## src/rtl/fwd_pkg.sv

```systemverilog
// Shared definitions for the operand-forwarding and hazard unit.
package fwd_pkg;

    localparam int REG_ADDR_W = 5;
    localparam int NUM_REGS   = 32;
    localparam logic [REG_ADDR_W-1:0] ZERO_REG = 5'd0;

    // Where a read port's operand comes from this cycle.
    typedef enum logic [2:0] {
        SRC_ZERO,
        SRC_STAGE,
        SRC_CPL,
        SRC_BYP,
        SRC_REGFILE,
        SRC_WAIT
    } src_e;

    function automatic logic is_zero_reg(input logic [REG_ADDR_W-1:0] addr);
        return addr == ZERO_REG;
    endfunction

endpackage

```

## src/rtl/fwd_port_sel.sv

```systemverilog
// Combinational priority resolution of one decode read port.
module fwd_port_sel
    import fwd_pkg::*;
#(
    parameter int XLEN           = 64,
    parameter int NUM_FWD_STAGES = 2
) (
    input  logic [REG_ADDR_W-1:0]                addr,
    input  logic [NUM_FWD_STAGES-1:0]            fwd_wen,
    input  logic [REG_ADDR_W*NUM_FWD_STAGES-1:0] fwd_addr,
    input  logic [XLEN*NUM_FWD_STAGES-1:0]       fwd_data,
    input  logic [NUM_FWD_STAGES-1:0]            fwd_rdy,
    input  logic                                 cpl_valid,
    input  logic [REG_ADDR_W-1:0]                cpl_addr,
    input  logic [XLEN-1:0]                      cpl_data,
    input  logic                                 byp_vld,
    input  logic [REG_ADDR_W-1:0]                byp_addr,
    input  logic [XLEN-1:0]                      byp_data,
    input  logic [NUM_REGS-1:0]                  pending,
    output logic [XLEN-1:0]                      data,
    output logic                                 hit,
    output logic                                 valid
);

    src_e            src;
    logic            stage_match;
    logic            stage_rdy;
    logic [XLEN-1:0] stage_data;

    // Youngest matching stage wins; older stages are never consulted once one matches.
    always_comb begin
        stage_match = 1'b0;
        stage_rdy   = 1'b0;
        stage_data  = '0;
        for (int k = 0; k < NUM_FWD_STAGES; k++) begin
            if (!stage_match && fwd_wen[k] && (fwd_addr[k*REG_ADDR_W +: REG_ADDR_W] == addr)) begin
                stage_match = 1'b1;
                stage_rdy   = fwd_rdy[k];
                stage_data  = fwd_data[k*XLEN +: XLEN];
            end
        end
    end

    // Pick the operand source in priority order.
    always_comb begin
        if (is_zero_reg(addr))
            src = SRC_ZERO;
        else if (stage_match)
            src = stage_rdy ? SRC_STAGE : SRC_WAIT;
        else if (cpl_valid && (cpl_addr == addr))
            src = SRC_CPL;
        else if (byp_vld && (byp_addr == addr))
            src = SRC_BYP;
        else if (pending[addr])
            src = SRC_WAIT;
        else
            src = SRC_REGFILE;
    end

    // Translate the chosen source into data/hit/valid.
    always_comb begin
        data  = '0;
        hit   = 1'b0;
        valid = 1'b1;
        unique case (src)
            SRC_ZERO:    hit = 1'b1;
            SRC_STAGE: begin
                data = stage_data;
                hit  = 1'b1;
            end
            SRC_CPL: begin
                data = cpl_data;
                hit  = 1'b1;
            end
            SRC_BYP: begin
                data = byp_data;
                hit  = 1'b1;
            end
            SRC_WAIT:    valid = 1'b0;
            default:     valid = 1'b1;
        endcase
    end

endmodule

```

## src/rtl/fwd_scoreboard.sv

```systemverilog
// Operand-forwarding and hazard unit: per-port forwarding, pending scoreboard,
// one-cycle writeback bypass and saturating stall counter.
module fwd_scoreboard
    import fwd_pkg::*;
#(
    parameter int XLEN           = 64,
    parameter int NUM_RD_PORTS   = 2,
    parameter int NUM_FWD_STAGES = 2,
    parameter int CNT_W          = 32
) (
    input  logic                                 clk,
    input  logic                                 rst_n,
    input  logic [NUM_RD_PORTS-1:0]              rs_req_i,
    input  logic [REG_ADDR_W*NUM_RD_PORTS-1:0]   rs_addr_i,
    input  logic [NUM_FWD_STAGES-1:0]            fwd_rd_wen_i,
    input  logic [REG_ADDR_W*NUM_FWD_STAGES-1:0] fwd_rd_addr_i,
    input  logic [XLEN*NUM_FWD_STAGES-1:0]       fwd_rd_data_i,
    input  logic [NUM_FWD_STAGES-1:0]            fwd_rd_rdy_i,
    input  logic                                 iss_valid_i,
    input  logic                                 iss_long_i,
    input  logic [REG_ADDR_W-1:0]                iss_rd_addr_i,
    input  logic                                 cpl_valid_i,
    input  logic [REG_ADDR_W-1:0]                cpl_rd_addr_i,
    input  logic [XLEN-1:0]                      cpl_rd_data_i,
    input  logic                                 flush_i,
    output logic [XLEN*NUM_RD_PORTS-1:0]         rs_data_o,
    output logic [NUM_RD_PORTS-1:0]              rs_hit_o,
    output logic [NUM_RD_PORTS-1:0]              rs_valid_o,
    output logic                                 stall_o,
    output logic [NUM_REGS-1:0]                  pending_o,
    output logic [CNT_W-1:0]                     stall_cnt_o
);

    logic [NUM_REGS-1:0]   pending_p0;
    logic [NUM_REGS-1:0]   pending_nxt;
    logic                  byp_vld_p0;
    logic [REG_ADDR_W-1:0] byp_addr_p0;
    logic [XLEN-1:0]       byp_data_p0;
    logic [CNT_W-1:0]      stall_cnt_p0;

    logic iss_nz;
    logic waw_stall;
    logic iss_set;

    for (genvar p = 0; p < NUM_RD_PORTS; p++) begin : g_port
        fwd_port_sel #(
            .XLEN           (XLEN),
            .NUM_FWD_STAGES (NUM_FWD_STAGES)
        ) u_sel (
            .addr      (rs_addr_i[p*REG_ADDR_W +: REG_ADDR_W]),
            .fwd_wen   (fwd_rd_wen_i),
            .fwd_addr  (fwd_rd_addr_i),
            .fwd_data  (fwd_rd_data_i),
            .fwd_rdy   (fwd_rd_rdy_i),
            .cpl_valid (cpl_valid_i),
            .cpl_addr  (cpl_rd_addr_i),
            .cpl_data  (cpl_rd_data_i),
            .byp_vld   (byp_vld_p0),
            .byp_addr  (byp_addr_p0),
            .byp_data  (byp_data_p0),
            .pending   (pending_p0),
            .data      (rs_data_o[p*XLEN +: XLEN]),
            .hit       (rs_hit_o[p]),
            .valid     (rs_valid_o[p])
        );
    end

    assign iss_nz    = !is_zero_reg(iss_rd_addr_i);
    // A second long-latency write to a register still in flight must wait (WAW).
    assign waw_stall = iss_valid_i & iss_long_i & iss_nz & pending_p0[iss_rd_addr_i];
    assign stall_o   = (|(rs_req_i & ~rs_valid_o)) | waw_stall;
    assign iss_set   = iss_valid_i & iss_long_i & iss_nz & ~stall_o & ~flush_i;

    assign pending_o   = pending_p0;
    assign stall_cnt_o = stall_cnt_p0;

    // Next scoreboard: completion clears, issue sets (set wins), flush wipes all.
    always_comb begin
        pending_nxt = pending_p0;
        if (cpl_valid_i)
            pending_nxt[cpl_rd_addr_i] = 1'b0;
        if (iss_set)
            pending_nxt[iss_rd_addr_i] = 1'b1;
        if (flush_i)
            pending_nxt = '0;
        pending_nxt[ZERO_REG] = 1'b0;
    end

    // Scoreboard register.
    always_ff @(posedge clk or negedge rst_n) begin
        if (!rst_n)
            pending_p0 <= '0;
        else
            pending_p0 <= pending_nxt;
    end

    // Writeback bypass: each completion stays visible for exactly one more cycle
    // to cover the regfile write-to-read latency.
    always_ff @(posedge clk or negedge rst_n) begin
        if (!rst_n) begin
            byp_vld_p0  <= 1'b0;
            byp_addr_p0 <= '0;
            byp_data_p0 <= '0;
        end else begin
            byp_vld_p0  <= cpl_valid_i;
            byp_addr_p0 <= cpl_rd_addr_i;
            byp_data_p0 <= cpl_rd_data_i;
        end
    end

    // Saturating count of stalled cycles; survives flushes.
    always_ff @(posedge clk or negedge rst_n) begin
        if (!rst_n)
            stall_cnt_p0 <= '0;
        else if (stall_o && !(&stall_cnt_p0))
            stall_cnt_p0 <= stall_cnt_p0 + {{(CNT_W-1){1'b0}}, 1'b1};
    end

endmodule
```

## config.mk

```make
export PLATFORM = sky130hd
export DESIGN_NAME = fwd_scoreboard
export DESIGN_NICKNAME = d
export VERILOG_FILES = /design/src/rtl/fwd_pkg.sv /design/src/rtl/fwd_port_sel.sv /design/src/rtl/fwd_scoreboard.sv
export SDC_FILE = /design/constraint.sdc
export NUM_CORES = 1
export LEC_CHECK = 0
export CORE_AREA = 2 2 167 169
export CTS_CLUSTER_DIAMETER = 100
export DETAILED_ROUTE_END_ITERATION = 10
export DIE_AREA = 0 0 169 171
export PLACE_DENSITY = 0.69
export SETUP_SLACK_MARGIN = 0.02
export SLEW_MARGIN = 20
export SYNTH_ARGS = -nofsm -noshare
export SYNTH_HDL_FRONTEND = slang
export SYNTH_SLANG_ARGS = --single-unit
```

## constraint.sdc

```tcl
create_clock -name clk -period 3.95 [get_ports clk]
set_clock_uncertainty 0.05 [all_clocks]
set_input_delay 0.79 -clock clk [delete_from_list [all_inputs] [get_ports clk]]
set_output_delay 0.79 -clock clk [all_outputs]
set_load 0.05 [all_outputs]
```

==> reports/results.txt <==
Total gr overflow: 0
First-pass DRT Iterations: 6
Fin crit period: 4.099 ns
Post-DRT Antenna Nets: 0
Relative slew slack: 57.45%
CP Max Fanout: 13
Seq. cell area: 0.003329 sq mm
Yosys warns: 0
WP data required: 3.11 ns
Worst Hold Class: in -> async
Final-stage net count: 1840
Avg Inst Size Synth: 9.435 sq um
R2R setup slack: 0.34 ns
Total GRT Usage: 34.52%
Mapped Area: 0.009897 sq mm
Post-DP HPWL: 35770 um
Starting Density: 36.22%
Synth top area share: 33.63%
Reg clk slew, reported paths: 0.08 ns
Ranking of synthesized cells by area: dfrtp_1 (34%), a22oi_1 (15%), mux2i_1 (7.7%)
Worst EP arrival: 3.26 ns
RR Endpoint: pending_o[24]
Worst setup SP type: primary input
Fin. max-slew vios: 0
Status: finished with violations
Die H: 171 um
Max Buffers Root-to-Sink: 2
TritonCTS buffer count: 17
Cell taking the most area after synthesis: dfrtp_1
EDFF count, synth: 0
Max Cap Viol: 0
Fin. Hold Viols: 0
PwrDens: 248.7 mW/mm^2
Post-synth net total: 1284
Fin cells: 1967
Crit Path Category: in -> out
DRC violations left: 0
Share of cells above drive strength 1: 39.06%
Vias: 12373
Period utilization: 103.8%
Worst-Skew Late Latency: 0.44 ns
H-tree level count: 4
Primary FF master, synth: dfrtp_1
TritonCTS clock tree: done
# setup viols final: 64
Failing checks: negative setup slack
Largest net degree at the start of global routing: 69
Most frequent cells in the layout: clkdlybuf4s50_1 (267), buf_4 (176), a22oi_1 (161)
Crit path setup slack, layout: -0.1491 ns
Core Area: 0.02732 sq mm
Post-synthesis sequential area ratio: 33.63%
Port buffer count: 429
F_max: 0.2440 GHz
Die Wd: 169 um
Leakage Power: 7.261 nW
Vias/cell: 6.290
RSZ-0062 raised after global routing: true
Area of the die: 0.02890 sq mm
CP Capture Type: output port
R2r startpoint: pending_o[30]
Initial DRC Count: 1312
Fillcell total: 1873
Sink Count: 133
Wire length per cell: 27.15 um
R2R depth: 14
Multi-input gate area: 0.008083 sq mm
Placed cells: 1895
Dpl ws: -0.7170 ns
First-pass GRT wire length: 76760 um
Total Neg Setup Slack: -6.098 ns
Async set or reset register ratio after synthesis: 100.0%
Initial antenna violation count: 4
Yosys cell types: 62
IR drop worst, VDD: 0.3927 mV
Post-Synthesis Cells: 1049
Seq cells post-synth: 133
Vias in the first global route: 12406
Global placement routability congestion: 0.9240
Clock Root Buffer: clkbuf_16
IO Count: 431
Area growth from synthesis to layout: 101.0%
WL final: 53410 um
Rows: 61
Commonest non-fill, non-tap cell in the layout: clkdlybuf4s50_1
Tightest Pin Transition: 0.6383 ns
[synthesized netlist by cell type (3+ instances only)]
cell type	n
buf_1	3
o21ai_1	12
a22oi_1	192
o32ai_1	64
and2_1	6
inv_1	10
or4_1	4
mux2_2	7
nand3b_1	19
clkbuf_1	84
xor2_1	41
o41ai_1	5
buf_2	17
nand4_1	19
mux4_2	14
mux2i_1	76
buf_4	5
or2_2	5
nor3_1	8
nor2_1	22
nand3_1	25
xnor2_1	29
nor2b_1	18
dfrtp_1	133
nor4_1	11
and3_1	13
buf_6	3
nor3b_1	5
nand4_2	3
o211ai_1	3
or3_1	5
o41ai_2	6
nand2_1	45
nand2b_1	8
o21ai_0	90
a21oi_1	6
[area by class of cell]
class	instances	area share, %
Antenna cell	3	0.03773
Clock inverter	15	0.8866
Inverter	11	0.2075
Sequential cell	133	16.73
Tap cell	346	2.176
Clock buffer	17	2.138
Timing Repair Buffer	650	37.20
Multi-Input combinational cell	792	40.62
[routing by layer]
layer | GRT usage (%) | vias up | wire length, um
met5 | 0 | - | 23
met4 | 16.39 | 4 | 2699
met3 | 7.911 | 163 | 4612
met2 | 56.25 | 785 | 25400
met1 | 43.50 | 6162 | 20680
li1 | - | 5259 | -
[worst max-delay path by stage]
stage	start	end	slack (ns)	depth (start not counted)
3_5_place_dp	rs_addr_i[7]	rs_data_o[78]	-0.72	13
5_1_grt	rs_addr_i[7]	rs_data_o[108]	-0.21	12
3_3_place_gp	rs_addr_i[7]	rs_data_o[65]	-0.67	13
6_report	rs_addr_i[7]	rs_data_o[76]	-0.15	12
4_1_cts	rs_addr_i[7]	rs_data_o[111]	-0.25	14
2_1_floorplan	rs_addr_i[4]	rs_data_o[18]	-0.33	9
[critical path: stages]
cell and delay [ns]:
buf_12 0.11, mux2i_1 0.11, mux4_2 0.48, o221a_4 0.28
a41oi_4 0.20, inv_2 0.08, a21oi_4 0.21, buf_12 0.17
buf_12 0.20, mux2i_4 0.28, o32ai_4 0.11, buf_4 0.22
[flip-flops by register name, indices dropped and copies added (netlist names)]
signal / count
byp_addr_p0: 5
byp_data_p0: 64
pending_o: 31
byp_vld_p0: 1
stall_cnt_o: 32
[cell families (layout without fill, tap and decap cells)]
group	count (synthesis)	in the layout	synth area share, %
AOI/OAI and AO/OA	392	392	29.04
xor gates and xnor gates	70	70	6.195
adders and majority gates	1	1	0.1264
buffers and inverters	124	693	5.499
DFF	133	133	33.63
muxes	99	99	12.20
other	1	4	0.03789
and+or+nand+nor	229	229	13.27
[report_power, final]
group | internal [mW] | leakage [nW] | switching (mW)
Clock | 0.862 | 0.296 | 0.834
Combinational | 0.797 | 5.30 | 0.908
Sequential | 1.45 | 1.67 | 0.100
[per-stage QoR]
step | hold WS [ns] | instance area, sq um | utilization (%) | total power, mW
6_report | 0.2630 | 19900 | 72.82 | 4.948
2_1_floorplan | 0.4444 | 11090 | - | 2.313
4_1_cts | 0.3038 | 19430 | 71.13 | 4.902
3_5_place_dp | 0.4313 | 17720 | 64.86 | 3.062
5_1_grt | 0.3048 | 19890 | 72.80 | 5.089
3_3_place_gp | 0.4303 | 17720 | 64.86 | 3.041
[what timing repair did]
action | 4_1_cts | 5_1_grt
pin swaps | 41 | 27
cloned | 9 | 6
setup buffers | 20 | 8
hold buffers | 0 | 0
resized for setup | 191 | 121
setup endpoints to repair | 134 | 130
No activity file was read; power rests on OpenSTA's default activity.
